## src/rtl/rr_arbiter_8.sv

```systemverilog
// Round-robin arbiter for 8 requesters; forced release on hold timeout when RR_ARB_TIMEOUT_EN is defined.
// Latency: req to grant 1 cycle; release to next grant always passes one IDLE cycle.
// Backpressure: holder keeps the grant until done, req drop or (optionally) timeout.
module rr_arbiter_8 #(
  parameter int MAX_HOLD = 16,
  parameter int CNT_W    = 5
) (
  input  logic       clk,
  input  logic       rst_n,
  input  logic [7:0] req,
  input  logic       done,
  output logic [7:0] gnt,
  output logic [2:0] gnt_idx,
  output logic       gnt_valid,
  output logic       timeout
);

  typedef enum logic {
    IDLE  = 1'b0,
    GRANT = 1'b1
  } state_t;

  state_t           state;
  logic [2:0]       ptr;
  logic [CNT_W-1:0] hold_cnt;
  logic             timeout_hit;
  logic             release_cond;
  logic [2:0]       pick_idx;

  if ((2 ** CNT_W) <= MAX_HOLD || MAX_HOLD < 1) begin : g_cnt_w_check
    $error("rr_arbiter_8: CNT_W too narrow for MAX_HOLD");
  end

  // First set request in the order ptr, ptr+1, ... wrapping mod 8.
  function automatic logic [2:0] rr_pick(input logic [7:0] r, input logic [2:0] p);
    logic [2:0] pick;
    logic [2:0] idx;
    logic       found;
    pick  = p;
    found = 1'b0;
    for (int k = 0; k < 8; k++) begin
      idx = p + 3'(k);
      if (!found && r[idx]) begin
        pick  = idx;
        found = 1'b1;
      end
    end
    return pick;
  endfunction

  assign pick_idx = rr_pick(req, ptr);

`ifdef RR_ARB_TIMEOUT_EN
  assign timeout_hit = (hold_cnt == CNT_W'(MAX_HOLD - 1)) && !done;
`else
  assign timeout_hit = 1'b0;
`endif

  assign release_cond = done | ~req[gnt_idx] | timeout_hit;

  always_ff @(posedge clk) begin
    if (!rst_n) begin
      state     <= IDLE;
      gnt_idx   <= 3'd0;
      gnt_valid <= 1'b0;
      timeout   <= 1'b0;
      ptr       <= 3'd0;
      hold_cnt  <= '0;
    end else begin
      timeout <= 1'b0;
      case (state)
        IDLE: begin
          if (|req) begin
            gnt_idx   <= pick_idx;
            gnt_valid <= 1'b1;
            hold_cnt  <= '0;
            state     <= GRANT;
          end
        end
        GRANT: begin
          if (release_cond) begin
            gnt_valid <= 1'b0;
            ptr       <= gnt_idx + 3'd1;
            timeout   <= timeout_hit;
            state     <= IDLE;
          end else if (hold_cnt != '1) begin
            hold_cnt <= hold_cnt + 1'b1;
          end
        end
        default: state <= IDLE;
      endcase
    end
  end

  // One-hot view of the registered index; never more than one bit set.
  always_comb begin
    gnt = 8'h00;
    if (gnt_valid) gnt[gnt_idx] = 1'b1;
  end

endmodule

```

## config.mk

```make
export PLATFORM = sky130hd
export DESIGN_NAME = rr_arbiter_8
export DESIGN_NICKNAME = d
export VERILOG_FILES = /design/src/rtl/rr_arbiter_8.sv
export SDC_FILE = /design/constraint.sdc
export NUM_CORES = 1
export LEC_CHECK = 0
export BUFFER_PORTS_ARGS = -buffer_cell sky130_fd_sc_hd__buf_2
export CAP_MARGIN = 20
export CORE_MARGIN = 5
export CORE_UTILIZATION = 27
export DETAILED_ROUTE_END_ITERATION = 8
export SLEW_MARGIN = 15
export SYNTH_ARGS = -nofsm -noshare
export SYNTH_HDL_FRONTEND = slang
export SYNTH_SLANG_ARGS = --single-unit
```

## constraint.sdc

```tcl
create_clock -name clk -period 4.37 [get_ports clk]
set_input_delay 0.437 -clock clk [delete_from_list [all_inputs] [get_ports clk]]
set_output_delay 0.437 -clock clk [all_outputs]
set_load 0.1 [all_outputs]
```

==> results.ini <==
[run_status]
status=complete, no violations

[power_and_ir_drop]
switching_share_pct=52.3
p_leak_nw=0.616
p_int_mw=0.393
pwr-share-comb_pct=73.9
pwr-share-clk_pct=10.8
p_seq_share_pct=15.3
ir_drop_v=0.000169
powerDensity_mw_per_mm2=496
power_switching_mw=0.431
p_total_mw=0.824

[logic_synthesis]
synth_edf_count=0
yosysSeqAreaShare_pct=10.7
yosysWarnings=0
synth_nets=177
synth_area_per_cell_um2=9.18
synthCells=163
netlist_area_mm2=0.00150
synth-async-reset-ratio_pct=0
yosys_most_used_dff=dfxtp_1
yosys.cell_types.count=53
ys_ff_latch=8

[global_routing]
grt_max_degree=20
antenna_found_initial=0
track_usage_pct=11.0
grt_pass1_wl_um=6570
grt_pass1_vias=1328
gr-total-overflow=0

[routing]
routed_via_density=5.58
totalWireLength_um=3850
vias=1356
post_drt_wl_per_cell_um=15.9
first_pass_iters=4
drtIter0Drc=80
remaining_drc_errors=0
antenna_left=0

[timing]
min_period_ns=3.49
setup_viol=0
slew_viol_final=0
final-hold-violation-count=0
grt_setup_unrepaired=false
post-route-period-util_pct=79.9
fin_tns_setup_ns=0
tightest_slew_ns=0.737
fmax_ghz=0.286
skew_ns=0.000451
slew-limit-headroom_pct=50.9

[place]
dp_hpwl_um=2870
place_congestion=0.843
dpl_cell_area_mm2=0.00162
io_buffers=22

[min_path]
min-delay-start=gnt_valid$_SDFFE_PN0P_
hold_path.class=reg2reg

[critical_path]
crit_path_start=ptr[0]$_SDFFE_PN0P_
crit_chain=buf_4 > inv_1 > ha_1 > mux4_1 > mux2_2 > o32ai_4 > nand2_2 > o211a_1 > o31a_1
critPathMaxStageDelay_ns=0.80
critPathBufInv=2
arrival_ns=3.61
endpoint_kind=register
crit_path_top_delay_cell=ha_1
worstSetupPathType=reg2reg
cp.required_ns=4.49
timing.rr.start=ptr[0]$_SDFFE_PN0P_
critPathTopFamily=multiplexers
critPathLaunchType=register
worstPathMaxFanout=19

[cells_and_area]
n_antenna_cell=0
layout_common_cells=22 x buf_2, 16 x nor2_1, 14 x mux4_2, 9 x mux2i_1
nets=187
area_delta_synth_final_pct=11.0
drive_above_1_share_pct=31.0
layout_commonest_cell=buf_2
final_area_mm2=0.00166

[die]
dieArea_mm2=0.00713
initial_core_util_pct=27.5
rows=27
die_h_um=84.4
ios=24
coreArea_mm2=0.00544
die_x_um=84.4

[cts]
cts_hold_buf=0
clkTransAtPathRegs_ns=0.04
root_buffer=clkbuf_8
cts_buffer_depth=2
clock_latency_ns=0.23
cts-htree-levels=1
clock-sinks=8
post_cts_resized=0
cts_tree=built
cts_inserted_buffers=3
post_cts_buffers=0

[job]
drv_cap=0

## cell usage after synthesis (all sizes together), types with 2 or more instances
cell type	count	area share (%)
buf	7	3.2
o31a	2	1.2
o2bb2ai	2	1.2
o21ai	4	1.3
and2	2	0.84
inv	7	1.8
nand2b	5	2.1
ha	3	2.5
o21a	3	1.5
nand2	6	1.7
or4	2	1.0
a21o	2	1.0
or2	2	0.84
a221oi	2	1.2
nor2b	2	0.84
dfxtp	8	11
nor3	4	1.3
nor2	16	4.0
clkbuf	12	3.0
nand3b	2	1.0
a21oi	6	2.0
mux2i	9	6.0
mux2	8	6.0
mux4	18	28
nand3	5	1.7
xor2	4	2.3
## routing by layer
metal  global-route usage [%]  part of all wire (%)
met5                        0                     0
met4                     2.30                   1.4
met3                     2.36                   3.7
met2                     18.0                    51
met1                     15.1                    44
## power groups by stage
stage / registers, mW / clock network [mW] / logic [mW]
CTS: 0.128 / 0.0921 / 0.607
detailed placement: 0.130 / 0 / 0.605
finish: 0.126 / 0.0891 / 0.609
floorplan: 0.172 / 0 / 0.470
global route: 0.132 / 0.0976 / 0.655
global placement: 0.129 / 0 / 0.601
## through the flow
step                      std cells  utilization, %  hold slack (ns)  setup slack [ns]
final                           243            30.5            0.509             0.878
after detailed placement        240            29.8            0.503             0.903
after floorplan                 163               -            0.506             0.604
after CTS                       243            30.5            0.512             0.877
after global routing            243            30.5            0.570             0.638
after global placement          240            29.8            0.508             0.987
## kinds of logic after synthesis
family | Yosys count | share of synthesized area (%)
simple gates | 50 | 17.3
compound gates | 35 | 18.2
mux | 35 | 40.1
buf+inv | 26 | 7.94
flops | 8 | 10.7
xor+xnor | 5 | 2.93
fa+ha+maj | 3 | 2.51
other cells | 1 | 0.251
## layout make-up
type / count / area [µm²]
clock buffers: 3 / 41.3
well taps: 72 / 90.1
multi-input cells: 129 / 1220
inverters: 7 / 26.3
flip-flops and latches: 8 / 160
repair buffers: 24 / 125
fillers: 546 / 3780
## worst reg2reg max path, cell delays in order, from the launching register on
cell	delay [ns]
dfxtp_1	0.31
buf_4	0.23
inv_1	0.14
ha_1	0.80
mux4_1	0.64
mux2_2	0.30
o32ai_4	0.32
nand2_2	0.14
o211a_1	0.25
o31a_1	0.26
## final timing paths
check	end	slack, ns	cells past startpoint
min reg2reg	gnt_valid$_SDFFE_PN0P_	0.51	2
min	gnt_valid$_SDFFE_PN0P_	0.51	2
max	gnt_idx[1]$_SDFFE_PN0P_	0.88	9
max reg2reg	gnt_idx[1]$_SDFFE_PN0P_	0.88	9
## sequential cells by signal (all words and copies together), names as in the netlist
register,flops
gnt_idx,3
state,1
ptr,3
gnt_valid,1
Power figures use the tool's default switching activity.
